`src/rtl/alu_pkg.sv`:
```
// Shared constants for the multi-cycle ALU: MIPS opcode/func codes,
// FSM state encoding and flag bit positions.
package alu_pkg;

  localparam int unsigned INSTR_W = 32;
  localparam int unsigned FLAG_W  = 3;

  // Flag bit positions inside the 3-bit flags bus.
  localparam int unsigned FLAG_ZERO = 2;
  localparam int unsigned FLAG_OVF  = 1;
  localparam int unsigned FLAG_NEG  = 0;

  // Primary opcodes.
  localparam logic [5:0] OP_RTYPE = 6'h00;
  localparam logic [5:0] OP_BEQ   = 6'h04;
  localparam logic [5:0] OP_BNE   = 6'h05;
  localparam logic [5:0] OP_ADDI  = 6'h08;
  localparam logic [5:0] OP_ADDIU = 6'h09;
  localparam logic [5:0] OP_SLTI  = 6'h0A;
  localparam logic [5:0] OP_SLTIU = 6'h0B;
  localparam logic [5:0] OP_ANDI  = 6'h0C;
  localparam logic [5:0] OP_ORI   = 6'h0D;
  localparam logic [5:0] OP_XORI  = 6'h0E;
  localparam logic [5:0] OP_LW    = 6'h23;
  localparam logic [5:0] OP_SW    = 6'h2B;

  // R-type function codes.
  localparam logic [5:0] FN_SLL   = 6'h00;
  localparam logic [5:0] FN_SRL   = 6'h02;
  localparam logic [5:0] FN_SRA   = 6'h03;
  localparam logic [5:0] FN_SLLV  = 6'h04;
  localparam logic [5:0] FN_SRLV  = 6'h06;
  localparam logic [5:0] FN_SRAV  = 6'h07;
  localparam logic [5:0] FN_MFHI  = 6'h10;
  localparam logic [5:0] FN_MFLO  = 6'h12;
  localparam logic [5:0] FN_MULT  = 6'h18;
  localparam logic [5:0] FN_MULTU = 6'h19;
  localparam logic [5:0] FN_DIV   = 6'h1A;
  localparam logic [5:0] FN_DIVU  = 6'h1B;
  localparam logic [5:0] FN_ADD   = 6'h20;
  localparam logic [5:0] FN_ADDU  = 6'h21;
  localparam logic [5:0] FN_SUB   = 6'h22;
  localparam logic [5:0] FN_SUBU  = 6'h23;
  localparam logic [5:0] FN_AND   = 6'h24;
  localparam logic [5:0] FN_OR    = 6'h25;
  localparam logic [5:0] FN_XOR   = 6'h26;
  localparam logic [5:0] FN_NOR   = 6'h27;
  localparam logic [5:0] FN_SLT   = 6'h2A;
  localparam logic [5:0] FN_SLTU  = 6'h2B;

  typedef enum logic [1:0] {
    ST_IDLE = 2'd0,
    ST_BUSY = 2'd1,
    ST_DONE = 2'd2
  } state_t;

  // True for the four iterative R-type ops (func 0x18..0x1B).
  function automatic logic is_muldiv(input logic [INSTR_W-1:0] instr);
    return (instr[31:26] == OP_RTYPE) && (instr[5:2] == 4'b0110);
  endfunction

endpackage

```
`src/rtl/alu_mc_if.sv`:
```
// Request/response bundle of alu_mc.
//   slave : i_valid, i_datain, gr1, gr2, i_out_ready in; o_ready, o_valid, c, flags, hi, lo out
//   master: the mirror image, used by the requester.
interface alu_mc_if #(
  parameter int unsigned WIDTH = 32
);
  logic             i_valid;
  logic [31:0]      i_datain;
  logic [WIDTH-1:0] gr1;
  logic [WIDTH-1:0] gr2;
  logic             o_ready;
  logic             o_valid;
  logic             i_out_ready;
  logic [WIDTH-1:0] c;
  logic [2:0]       flags;
  logic [WIDTH-1:0] hi;
  logic [WIDTH-1:0] lo;

  modport slave (
    input  i_valid, i_datain, gr1, gr2, i_out_ready,
    output o_ready, o_valid, c, flags, hi, lo
  );

  modport master (
    output i_valid, i_datain, gr1, gr2, i_out_ready,
    input  o_ready, o_valid, c, flags, hi, lo
  );
endinterface

```
`src/rtl/alu_muldiv.sv`:
```
// Iterative multiply (shift-add) / divide (restoring), one bit per cycle.
//   clk, rst           : clock, synchronous active-high reset
//   i_start            : latch operands and begin (one-cycle pulse)
//   i_div, i_signed    : operation select
//   i_a, i_b           : rs / rt operands
//   o_done_c           : final iteration happens on this cycle's edge
//   o_hi_c, o_lo_c     : final hi/lo, valid while o_done_c
//   o_dz_c             : divide by zero
module alu_muldiv #(
  parameter int unsigned WIDTH = 32,
  parameter int unsigned CNT_W = $clog2(WIDTH) + 1
) (
  input  logic             clk,
  input  logic             rst,
  input  logic             i_start,
  input  logic             i_div,
  input  logic             i_signed,
  input  logic [WIDTH-1:0] i_a,
  input  logic [WIDTH-1:0] i_b,
  output logic             o_done_c,
  output logic             o_dz_c,
  output logic [WIDTH-1:0] o_hi_c,
  output logic [WIDTH-1:0] o_lo_c
);

  logic             r_busy, r_div, r_neg_q, r_neg_r, r_dz;
  logic [CNT_W-1:0] r_cnt;
  logic [WIDTH-1:0] r_a_raw, r_b, r_upper, r_lower;

  logic [WIDTH-1:0]   w_a_mag, w_b_mag, w_up_nxt, w_lo_nxt, w_q, w_r;
  logic [WIDTH:0]     w_msum, w_shift, w_diff;
  logic [2*WIDTH-1:0] w_prod;
  logic [CNT_W-1:0]   w_cnt_nxt;

  assign w_a_mag   = (i_signed && i_a[WIDTH-1]) ? -i_a : i_a;
  assign w_b_mag   = (i_signed && i_b[WIDTH-1]) ? -i_b : i_b;
  assign w_cnt_nxt = r_cnt + CNT_W'(1);

  // One iteration; results are taken from the post-iteration values so the
  // top can capture them on the same edge as the last step.
  always_comb begin
    w_msum  = {1'b0, r_upper} + {1'b0, (r_lower[0] ? r_b : '0)};
    w_shift = {r_upper, r_lower[WIDTH-1]};
    w_diff  = w_shift - {1'b0, r_b};
    if (r_div) begin
      if (!w_diff[WIDTH]) begin
        w_up_nxt = w_diff[WIDTH-1:0];
        w_lo_nxt = {r_lower[WIDTH-2:0], 1'b1};
      end else begin
        w_up_nxt = w_shift[WIDTH-1:0];
        w_lo_nxt = {r_lower[WIDTH-2:0], 1'b0};
      end
    end else begin
      w_up_nxt = w_msum[WIDTH:1];
      w_lo_nxt = {w_msum[0], r_lower[WIDTH-1:1]};
    end
    w_prod = {w_up_nxt, w_lo_nxt};
    if (r_neg_q) w_prod = -w_prod;
    w_q = r_neg_q ? -w_lo_nxt : w_lo_nxt;
    w_r = r_neg_r ? -w_up_nxt : w_up_nxt;
  end

  assign o_done_c = r_busy && (w_cnt_nxt == CNT_W'(WIDTH));
  assign o_dz_c   = r_div && r_dz;
  assign o_lo_c   = !r_div ? w_prod[WIDTH-1:0]     : (r_dz ? '1      : w_q);
  assign o_hi_c   = !r_div ? w_prod[2*WIDTH-1:WIDTH] : (r_dz ? r_a_raw : w_r);

  // Operand latch and iteration state.
  always_ff @(posedge clk) begin
    if (rst) begin
      r_busy  <= 1'b0;
      r_div   <= 1'b0;
      r_neg_q <= 1'b0;
      r_neg_r <= 1'b0;
      r_dz    <= 1'b0;
      r_cnt   <= '0;
      r_a_raw <= '0;
      r_b     <= '0;
      r_upper <= '0;
      r_lower <= '0;
    end else if (i_start) begin
      r_busy  <= 1'b1;
      r_cnt   <= '0;
      r_div   <= i_div;
      r_dz    <= (i_b == '0);
      r_a_raw <= i_a;
      r_upper <= '0;
      // mult: multiplicand in r_b, multiplier shifts out of r_lower.
      // div: divisor in r_b, dividend shifts out of r_lower.
      r_b     <= i_div ? w_b_mag : w_a_mag;
      r_lower <= i_div ? w_a_mag : w_b_mag;
      r_neg_q <= i_signed && (i_a[WIDTH-1] ^ i_b[WIDTH-1]);
      r_neg_r <= i_signed && i_div && i_a[WIDTH-1];
    end else if (r_busy) begin
      r_upper <= w_up_nxt;
      r_lower <= w_lo_nxt;
      r_cnt   <= o_done_c ? '0 : w_cnt_nxt;
      if (o_done_c) r_busy <= 1'b0;
    end
  end

endmodule

```
`src/rtl/alu_mc.sv`:
```
// Multi-cycle MIPS ALU: single-cycle ops resolve in one cycle, mult/div
// iterate WIDTH cycles in alu_muldiv and update HI/LO on completion.
//   clk, rst : clock, synchronous active-high reset
//   bus      : alu_mc_if.slave request (i_valid/o_ready) and result
//              (o_valid/i_out_ready, c, flags, hi, lo)
module alu_mc
  import alu_pkg::*;
#(
  parameter int unsigned WIDTH = 32,
  parameter int unsigned CNT_W = $clog2(WIDTH) + 1
) (
  input  logic   clk,
  input  logic   rst,
  alu_mc_if.slave bus
);

  localparam int unsigned SH_W = $clog2(WIDTH);

  state_t              r_state;
  logic                r_ready, r_valid;
  logic [WIDTH-1:0]    r_c, r_hi, r_lo;
  logic [FLAG_W-1:0]   r_flags;

  logic [5:0]          w_op, w_fn;
  logic [4:0]          w_sh;
  logic [SH_W-1:0]     w_vsh;
  logic [15:0]         w_imm;
  logic [WIDTH-1:0]    w_sext, w_zext, w_sum_rr, w_dif_rr, w_sum_ri, w_res;
  logic                w_ovf, w_accept, w_is_md;
  logic [FLAG_W-1:0]   w_flags, w_md_flags;
  logic                w_md_done, w_md_dz;
  logic [WIDTH-1:0]    w_md_hi, w_md_lo;
  logic                w_unused_bits;

  assign w_op     = bus.i_datain[31:26];
  assign w_fn     = bus.i_datain[5:0];
  assign w_sh     = bus.i_datain[10:6];
  assign w_imm    = bus.i_datain[15:0];
  assign w_vsh    = bus.gr1[SH_W-1:0];
  assign w_sext   = WIDTH'($signed(w_imm));
  assign w_zext   = WIDTH'(w_imm);
  assign w_sum_rr = bus.gr1 + bus.gr2;
  assign w_dif_rr = bus.gr1 - bus.gr2;
  assign w_sum_ri = bus.gr1 + w_sext;
  assign w_accept = bus.i_valid && r_ready;
  assign w_is_md  = is_muldiv(bus.i_datain);
  assign w_unused_bits = ^bus.i_datain[25:16];

  // Single-cycle datapath; unknown encodings fall through to c = 0.
  always_comb begin
    w_res = '0;
    w_ovf = 1'b0;
    if (w_op == OP_RTYPE) begin
      case (w_fn)
        FN_SLL:  w_res = bus.gr2 << w_sh;
        FN_SRL:  w_res = bus.gr2 >> w_sh;
        FN_SRA:  w_res = $signed(bus.gr2) >>> w_sh;
        FN_SLLV: w_res = bus.gr2 << w_vsh;
        FN_SRLV: w_res = bus.gr2 >> w_vsh;
        FN_SRAV: w_res = $signed(bus.gr2) >>> w_vsh;
        FN_MFHI: w_res = r_hi;
        FN_MFLO: w_res = r_lo;
        FN_ADD: begin
          w_res = w_sum_rr;
          w_ovf = (bus.gr1[WIDTH-1] == bus.gr2[WIDTH-1]) &&
                  (w_sum_rr[WIDTH-1] != bus.gr1[WIDTH-1]);
        end
        FN_ADDU: w_res = w_sum_rr;
        FN_SUB: begin
          w_res = w_dif_rr;
          w_ovf = (bus.gr1[WIDTH-1] != bus.gr2[WIDTH-1]) &&
                  (w_dif_rr[WIDTH-1] != bus.gr1[WIDTH-1]);
        end
        FN_SUBU: w_res = w_dif_rr;
        FN_AND:  w_res = bus.gr1 & bus.gr2;
        FN_OR:   w_res = bus.gr1 | bus.gr2;
        FN_XOR:  w_res = bus.gr1 ^ bus.gr2;
        FN_NOR:  w_res = ~(bus.gr1 | bus.gr2);
        FN_SLT:  w_res = WIDTH'($signed(bus.gr1) < $signed(bus.gr2));
        FN_SLTU: w_res = WIDTH'(bus.gr1 < bus.gr2);
        default: w_res = '0;
      endcase
    end else begin
      case (w_op)
        OP_BEQ, OP_BNE: w_res = w_dif_rr;
        OP_ADDI: begin
          w_res = w_sum_ri;
          w_ovf = (bus.gr1[WIDTH-1] == w_sext[WIDTH-1]) &&
                  (w_sum_ri[WIDTH-1] != bus.gr1[WIDTH-1]);
        end
        OP_ADDIU, OP_LW, OP_SW: w_res = w_sum_ri;
        OP_SLTI:  w_res = WIDTH'($signed(bus.gr1) < $signed(w_sext));
        OP_SLTIU: w_res = WIDTH'(bus.gr1 < w_sext);
        OP_ANDI:  w_res = bus.gr1 & w_zext;
        OP_ORI:   w_res = bus.gr1 | w_zext;
        OP_XORI:  w_res = bus.gr1 ^ w_zext;
        default:  w_res = '0;
      endcase
    end
  end

  always_comb begin
    w_flags               = '0;
    w_flags[FLAG_ZERO]    = (w_res == '0);
    w_flags[FLAG_OVF]     = w_ovf;
    w_flags[FLAG_NEG]     = w_res[WIDTH-1];
    w_md_flags            = '0;
    w_md_flags[FLAG_ZERO] = (w_md_lo == '0);
    w_md_flags[FLAG_OVF]  = w_md_dz;
    w_md_flags[FLAG_NEG]  = w_md_lo[WIDTH-1];
  end

  // func[1] selects divide, func[0] selects the unsigned form.
  alu_muldiv #(
    .WIDTH (WIDTH),
    .CNT_W (CNT_W)
  ) u_muldiv (
    .clk      (clk),
    .rst      (rst),
    .i_start  (w_accept && w_is_md),
    .i_div    (w_fn[1]),
    .i_signed (!w_fn[0]),
    .i_a      (bus.gr1),
    .i_b      (bus.gr2),
    .o_done_c (w_md_done),
    .o_dz_c   (w_md_dz),
    .o_hi_c   (w_md_hi),
    .o_lo_c   (w_md_lo)
  );

  // Control FSM with registered handshake and result outputs.
  always_ff @(posedge clk) begin
    if (rst) begin
      r_state <= ST_IDLE;
      r_ready <= 1'b1;
      r_valid <= 1'b0;
      r_c     <= '0;
      r_flags <= '0;
      r_hi    <= '0;
      r_lo    <= '0;
    end else begin
      case (r_state)
        ST_IDLE: begin
          if (w_accept) begin
            r_ready <= 1'b0;
            if (w_is_md) begin
              r_state <= ST_BUSY;
            end else begin
              r_state <= ST_DONE;
              r_valid <= 1'b1;
              r_c     <= w_res;
              r_flags <= w_flags;
            end
          end
        end
        ST_BUSY: begin
          if (w_md_done) begin
            r_state <= ST_DONE;
            r_valid <= 1'b1;
            r_hi    <= w_md_hi;
            r_lo    <= w_md_lo;
            r_c     <= w_md_lo;
            r_flags <= w_md_flags;
          end
        end
        ST_DONE: begin
          if (bus.i_out_ready) begin
            r_state <= ST_IDLE;
            r_valid <= 1'b0;
            r_ready <= 1'b1;
          end
        end
        default: begin
          r_state <= ST_IDLE;
          r_ready <= 1'b1;
          r_valid <= 1'b0;
        end
      endcase
    end
  end

  assign bus.o_ready = r_ready;
  assign bus.o_valid = r_valid;
  assign bus.c       = r_c;
  assign bus.flags   = r_flags;
  assign bus.hi      = r_hi;
  assign bus.lo      = r_lo;

endmodule
```
`src/flat_wrapper.sv`:
```
// flat-port wrapper written by rule: the top's interface ports become plain ports
module alu_mc_flat import alu_pkg::*;
#(
  parameter int unsigned WIDTH = 32,
  parameter int unsigned CNT_W = $clog2(WIDTH) + 1
)
  (clk, rst, bus_i_valid, bus_i_datain, bus_gr1, bus_gr2, bus_i_out_ready, bus_o_ready, bus_o_valid, bus_c, bus_flags, bus_hi, bus_lo);
  alu_mc_if #(.WIDTH(WIDTH)) bus_i ();
  input  logic clk;
  input  logic rst;
  input wire logic [$bits(bus_i.i_valid)-1:0] bus_i_valid;
  input wire logic [$bits(bus_i.i_datain)-1:0] bus_i_datain;
  input wire logic [$bits(bus_i.gr1)-1:0] bus_gr1;
  input wire logic [$bits(bus_i.gr2)-1:0] bus_gr2;
  input wire logic [$bits(bus_i.i_out_ready)-1:0] bus_i_out_ready;
  output wire logic [$bits(bus_i.o_ready)-1:0] bus_o_ready;
  output wire logic [$bits(bus_i.o_valid)-1:0] bus_o_valid;
  output wire logic [$bits(bus_i.c)-1:0] bus_c;
  output wire logic [$bits(bus_i.flags)-1:0] bus_flags;
  output wire logic [$bits(bus_i.hi)-1:0] bus_hi;
  output wire logic [$bits(bus_i.lo)-1:0] bus_lo;
  assign bus_i.i_valid = bus_i_valid;
  assign bus_i.i_datain = bus_i_datain;
  assign bus_i.gr1 = bus_gr1;
  assign bus_i.gr2 = bus_gr2;
  assign bus_i.i_out_ready = bus_i_out_ready;
  assign bus_o_ready = bus_i.o_ready;
  assign bus_o_valid = bus_i.o_valid;
  assign bus_c = bus_i.c;
  assign bus_flags = bus_i.flags;
  assign bus_hi = bus_i.hi;
  assign bus_lo = bus_i.lo;
  alu_mc #(.WIDTH(WIDTH), .CNT_W(CNT_W)) u_core (.clk(clk), .rst(rst), .bus(bus_i));
endmodule
```
`config.mk`:
```
export PLATFORM = sky130hd
export DESIGN_NAME = alu_mc_flat
export DESIGN_NICKNAME = d
export VERILOG_FILES = /design/src/rtl/alu_pkg.sv /design/src/rtl/alu_mc_if.sv /design/src/rtl/alu_muldiv.sv /design/src/rtl/alu_mc.sv /design/src/flat_wrapper.sv
export SDC_FILE = /design/constraint.sdc
export NUM_CORES = 2
export LEC_CHECK = 0
export BUFFER_PORTS_ARGS = -buffer_cell sky130_fd_sc_hd__buf_2
export CORE_MARGIN = 2
export CORE_UTILIZATION = 45
export DETAILED_ROUTE_END_ITERATION = 10
export REMOVE_ABC_BUFFERS = 1
export SYNTH_ARGS = -nofsm -noshare
export SYNTH_HDL_FRONTEND = slang
export SYNTH_HIERARCHICAL = 1
export SYNTH_SLANG_ARGS = --single-unit
export TNS_END_PERCENT = 100
```
`constraint.sdc`:
```
create_clock -name clk -period 11.5 [get_ports clk]
set_input_delay 0.575 -clock clk [delete_from_list [all_inputs] [get_ports clk]]
set_output_delay 0.575 -clock clk [all_outputs]
set_load 0.03 [all_outputs]
```
== Word-level counts from Yosys, hierarchy flattened ==
Index checks and enable logic that the tools add are counted.

* Flip-flop bits (word level): 242
* Output and inout bits: 101
* Input port bits: 100
* Word-level logic and storage cells: 170

* Equal/unequal tests: 42
* Muxes and demuxes: 49
* Magnitude comparators: 4
* $add $sub $neg: 11
* Bitwise logic cells: 9
* Reduce and logical (&&, ||, !) cells: 32
* Shifts and indexed selects: 6

{| class="wikitable"
|+ Operators with widths
! cell !! number
|-
| $mux 32 || 20
|-
| $pmux 32 s16 || 1
|-
| $pmux 32 s7 || 1
|-
| $neg 32->32 || 4
|-
| $logic_not 32->1 || 3
|-
| $lt 32x32->1 || 3
|-
| $eq 6x6->1 const B || 13
|-
| $add 32x32->32 || 2
|-
| $mux 64 || 1
|-
| $neg 64->64 || 1
|-
| $pmux 32 s2 || 1
|-
| $shl 32x5->32 || 2
|-
| $shr 32x5->32 || 2
|-
| $sshr 32x5->32 || 2
|-
| $eq 6x4->1 const B || 7
|-
| $add 32x32->33 || 1
|-
| $sub 33x32->33 || 1
|-
| $and 32x16->32 || 1
|-
| $and 32x32->32 || 1
|-
| $lt 32x16->1 || 1
|-
| $not 32->32 || 1
|-
| $or 32x16->32 || 1
|-
| $or 32x32->32 || 1
|-
| $sub 32x32->32 || 1
|-
| 33 further kinds || 81
|}

== Depth between registers and ports, before layout ==
* Depth in word-level cells: 10
* Mapped depth: 29
* Mapped depth without buffers: 25

== By module ==
The synthesis kept the hierarchy.

{| class="wikitable"
|+ Modules (own cells, without submodules)
! module !! seq. area each (um2) !! area each (um2) !! cells each !! times used
|-
| alu_mc || 2,042.0 || 20,347.0 || 2,987 || 1
|-
| alu_muldiv || 2,782.7 || 16,393.2 || 2,388 || 1
|}

== Least setup slack after synthesis ==
OpenSTA, ideal clock, no wires.

* Kind: register to register
* Start: reg u_core.u_muldiv.r_lower[31]
* End: reg u_core.r_hi[26] (netlist: u_core/bus.hi[26])
* Data required time: 11.368 ns
* Cell stages (with the launch flop): 30
* Buffers on the path: 5
* Path slack: 5.622 ns
* Setup time: 0.132 ns
* Data arrival time: 5.746 ns
* Clock period less this slack: 5.878 ns
* Cell sequence: dfxtp_1 inv_1 ha_1 fa_1 nand2b_1 a21oi_2 o31a_1 a31o_1 buf_6 a21oi_4 buf_6 xnor2_2 buf_4 clkbuf_1 nand2_1 a21boi_0 ha_1 o21ai_0 nor2_1 nand2_1 nor2_1 nand3_1 or3_1 clkbuf_1 or4_1 o41ai_1 xnor2_1 o211a_1 nand2_1 a21oi_1

* Longest elaborated chain between the ends: 7
* Elaborated cells between the ends (all ways): 11
* Those cells by class: add/sub: 3; mux: 8

{| class="wikitable"
|+ Ends and longest elaborated chain
! element !! RTL line !! RTL
|-
| from (decl) || alu_muldiv.sv:28 || <nowiki>logic [WIDTH-1:0] r_a_raw, r_b, r_upper, r_lower;</nowiki>
|-
| from (signal assigned) || alu_muldiv.sv:91 || <nowiki>r_lower <= i_div ? w_a_mag : w_b_mag;</nowiki>
|-
| from (signal assigned) || alu_muldiv.sv:96 || <nowiki>r_lower <= w_lo_nxt;</nowiki>
|-
| $sub 33x32->33 || alu_muldiv.sv:44 || <nowiki>w_diff = w_shift - {1'b0, r_b};</nowiki>
|-
| $mux 32 || alu_muldiv.sv:46 || <nowiki>if (!w_diff[WIDTH]) begin</nowiki>
|-
| $mux 32 || alu_muldiv.sv:45 || <nowiki>if (r_div) begin</nowiki>
|-
| $neg 32->32 || alu_muldiv.sv:60 || <nowiki>w_r = r_neg_r ? -w_up_nxt : w_up_nxt;</nowiki>
|-
| $mux 32 || alu_muldiv.sv:60 ||
|-
| $mux 32 || alu_muldiv.sv:66 || <nowiki>assign o_hi_c = !r_div ? w_prod[2*WIDTH-1:WIDTH] : (r_dz ? r_a_raw : w_r);</nowiki>
|-
| $mux 32 * || alu_muldiv.sv:66 ||
|-
| net u_core.w_md_hi[26] || alu_mc.sv:32 || <nowiki>logic [WIDTH-1:0] w_md_hi, w_md_lo;</nowiki>
|-
| to (signal assigned) || alu_mc.sv:160 || <nowiki>r_hi <= w_md_hi;</nowiki>
|-
| to (decl) || alu_mc.sv:21 || <nowiki>logic [WIDTH-1:0] r_c, r_hi, r_lo;</nowiki>
|}

Mark *: on every way through the listed nets, which the timed path passes. The rest lies on a longest branch.
A chain may end at the register's enable or synchronous reset.

== Worst setup path after layout ==
* Start: reg u_core.u_muldiv.r_lower[31]
* End: reg u_core.r_hi[28] (netlist: u_core/bus.hi[28])

The elaborated chain is that of the path after synthesis.

==> flow_summary.yaml <==
synth:
  ys_ff_latch: 241
  synth_most_common_cell: "nand2_1"
  synth_edf_count: 0
  synth_common_cells: "nand2_1, nor2_1, a21oi_1"
  ys_types: 114
  synthFlopType: "dfxtp_1"
  syn_area_mm2: 0.0367
  synthTopCellsByArea: "dfxtp_1, ha_1, a21oi_1"
  seq_area_frac_synth_pct: 13.1
  synth_warnings: 6
  synth_top_area_share_pct: 13.1
  async_flop_share_pct: 0
  postSynthCellCount: 5375
  avgSynthCellArea_um2: 6.84
  synth_top_area_cell: "dfxtp_1"
layout:
  area_growth_pct: 6.76
  layout.nets: 5672
  final_core_util_pct: 48.6
  drive_above_1_share_pct: 9.16
  finalNonFillerCells: 6393
  final_area_mm2: 0.0392
worst_setup_path:
  cp.depth: 23
  crit_path_end_kind: "flip-flop"
  start_kind: "flip-flop"
  critPathMaxFanout: 10
  path_cells: "inv_1 -> ha_1 -> fa_1 -> nand2b_1 -> a21oi_2 -> o31a_1 -> a31o_1 -> a21oi_4 -> xnor2_2 -> nand2_1 -> a21boi_0 -> ha_1 -> o21ai_0 -> nor2_1 -> nand2_1 -> nor2_1 -> nand3_1 -> or3_1 -> o41ai_1 -> o21ai_0 -> a211oi_1 -> nand2_1 -> a21oi_1"
  slowest_delay_ns: 1.20
  path_class: "reg2reg"
  crit_top_cell: "nand2_1"
  cp_num_buf_inv: 1
  cp.required_ns: 12.06
  worstPathArrival_ns: 8.51
  slowest_stage: "o41ai_1"
  crit_family: "compound AO/OA/AOI/OAI gates"
  reg2reg_depth: 23
global_route:
  grt_pass1_vias: 39500
  overflow: 0
  grt_max_degree: 86
  grt_usage_pct: 44.8
  grt_pass1_wl_um: 277000
  antenna_found_initial: 9
sta:
  max_freq_mhz: 126
  hold_viol: 0
  relSlewSlack_pct: 10.5
  setup_violations: 0
  finalCritPeriodShare_pct: 69.2
  clock_skew_ns: 0.0538
  tns_ns: 0
  tightest_slew_ns: 1.30
  period_needed_ns: 7.96
  rsz0062_at_grt: "no"
  finalMaxSlewViolations: 0
placement:
  postPlaceCellArea_mm2: 0.0383
  dp.cells: 6334
  place_congestion: 1.19
  io_buffers: 190
  dp_hpwl_um: 154000
die:
  fp-row-count: 104
  die_w_um: 290
  die_area_mm2: 0.0839
  die_y_um: 290
  num_io_pins: 201
  core-area_mm2: 0.0807
  start_util_pct: 45.5
power_and_ir_drop:
  p_leak_nw: 15.9
  powerDensity_mw_per_mm2: 75.1
  ir_drop_mv: 0.122
routing:
  antenna_left: 0
  drc_errors: 0
  routedWlPerCell_um: 30.8
  dr.pass1.iters: 7
  routed_wl_um: 197000
  drt-vias-per-instance: 6.90
  vias: 44100
  drt_iter0_drc: 6623
cts:
  ctsHoldBuffers: 0
  cts_buffers: 29
  insertion_delay_ns: 0.63
  root_buffer: "clkbuf_16"
  cts_max_path_buffers: 3
  path_clk_slew_ns: 0.07
  cts_sinks: 241
  cts-htree-levels: 1
  cts_setup_buffers: 0
  cts_tree: "yes"
  cts_resized: 0
outcome:
  status: "finished clean"
job:
  maxCapViolCount: 0
worst_hold_path:
  hold_path_class: "in2reg"
  worstHoldPathCells: 2
stage by stage:
stage          hold WS, ns  total power [mW]  setup slack [ns]
2_1_floorplan        0.448              1.48              2.61
3_3_place_gp         0.439              1.93              3.83
3_5_place_dp         0.444              1.93              3.85
4_1_cts              0.306              2.89              3.80
5_1_grt              0.314              3.02              3.55
6_report             0.313              2.95              3.54
state kept, by name (all words and copies together), names as in the netlist:
register	cells
u_core/bus.o_valid	1
u_core/u_muldiv/r_div	1
u_core/u_muldiv/r_neg_r	1
u_core/bus.hi	32
u_core/bus.o_ready	1
u_core/u_muldiv/r_a_raw	32
u_core/bus.lo	32
u_core/r_state	2
u_core/bus.c	31
u_core/u_muldiv/r_neg_q	1
u_core/u_muldiv/r_upper	32
u_core/u_muldiv/r_b	32
u_core/u_muldiv/r_lower	32
u_core/bus.flags	3
u_core/u_muldiv/r_dz	1
u_core/u_muldiv/r_cnt	6
u_core/u_muldiv/r_busy	1
where the power goes:
group / switching, mW / internal, mW
logic: 0.810 / 0.316
registers: 0.0105 / 0.845
clock network: 0.425 / 0.539
cells by family (layout without fill, tap and decap cells):
kind of cell / after synthesis / after routing / synth area share (%)
compound gates: 1743 / 1743 / 31.8
mux: 264 / 264 / 7.79
fa+ha+maj: 267 / 267 / 9.19
simple gates: 2020 / 2020 / 25.7
flops: 241 / 241 / 13.1
other cells: 0 / 5 / 0
xor+xnor: 242 / 242 / 5.81
buf+inv: 598 / 551 / 6.51
path summary, 6_finish.rpt:
| kind | startpoint | endpoint | slack (ns) |
|---|---|---|---|
| worst min register to register | u_core/bus.c[17] | u_core/bus.c[17] | 0.46 |
| worst min-delay path | rst | u_core/u_muldiv/r_a_raw[26] | 0.31 |
| worst max-delay path | u_core/u_muldiv/r_lower[31] | u_core/bus.hi[28] | 3.54 |
| worst max register to register | u_core/u_muldiv/r_lower[31] | u_core/bus.hi[28] | 3.54 |
cells in the final DEF, fill, tap and decap left out, types with 29 or more instances in the layout:
cell type	instances
xnor2_1	167
o211ai_1	79
and2_1	66
or3_1	33
and3_1	46
inv_1	197
nor2b_1	33
mux2i_1	213
o31ai_1	48
nand3_1	118
nor2_1	585
a21oi_1	502
mux2_2	35
nand4_1	44
a21o_1	49
ha_1	262
buf_4	106
nor3_1	133
a22oi_1	124
a31oi_1	50
nand2_1	652
o21ai_0	252
dfxtp_1	238
a221oi_1	51
o22ai_1	32
nand2b_1	102
xor2_1	73
a211oi_1	169
buf_2	188
clkbuf_16	29
nor4_1	73
metal layers:
metal  share of wire (%)  wire [um]  GRT usage [%]
met5               0.022         44              0
met4                 8.1      15900           29.8
met3                  11      22100           11.0
met2                  43      84100           68.6
met1                  38      74900           55.7
area by class of cell:
type | instances | area (um2)
antenna | 5 | 12.5
tap | 1060 | 1330
fill | 8410 | 41500
multi-input combinational | 4536 | 29600
timing repair buffer | 295 | 1750
inverter | 202 | 758
clock buffer | 35 | 758
sequential | 241 | 4830
clock inverter | 19 | 200
Power figures use the tool's default switching activity.
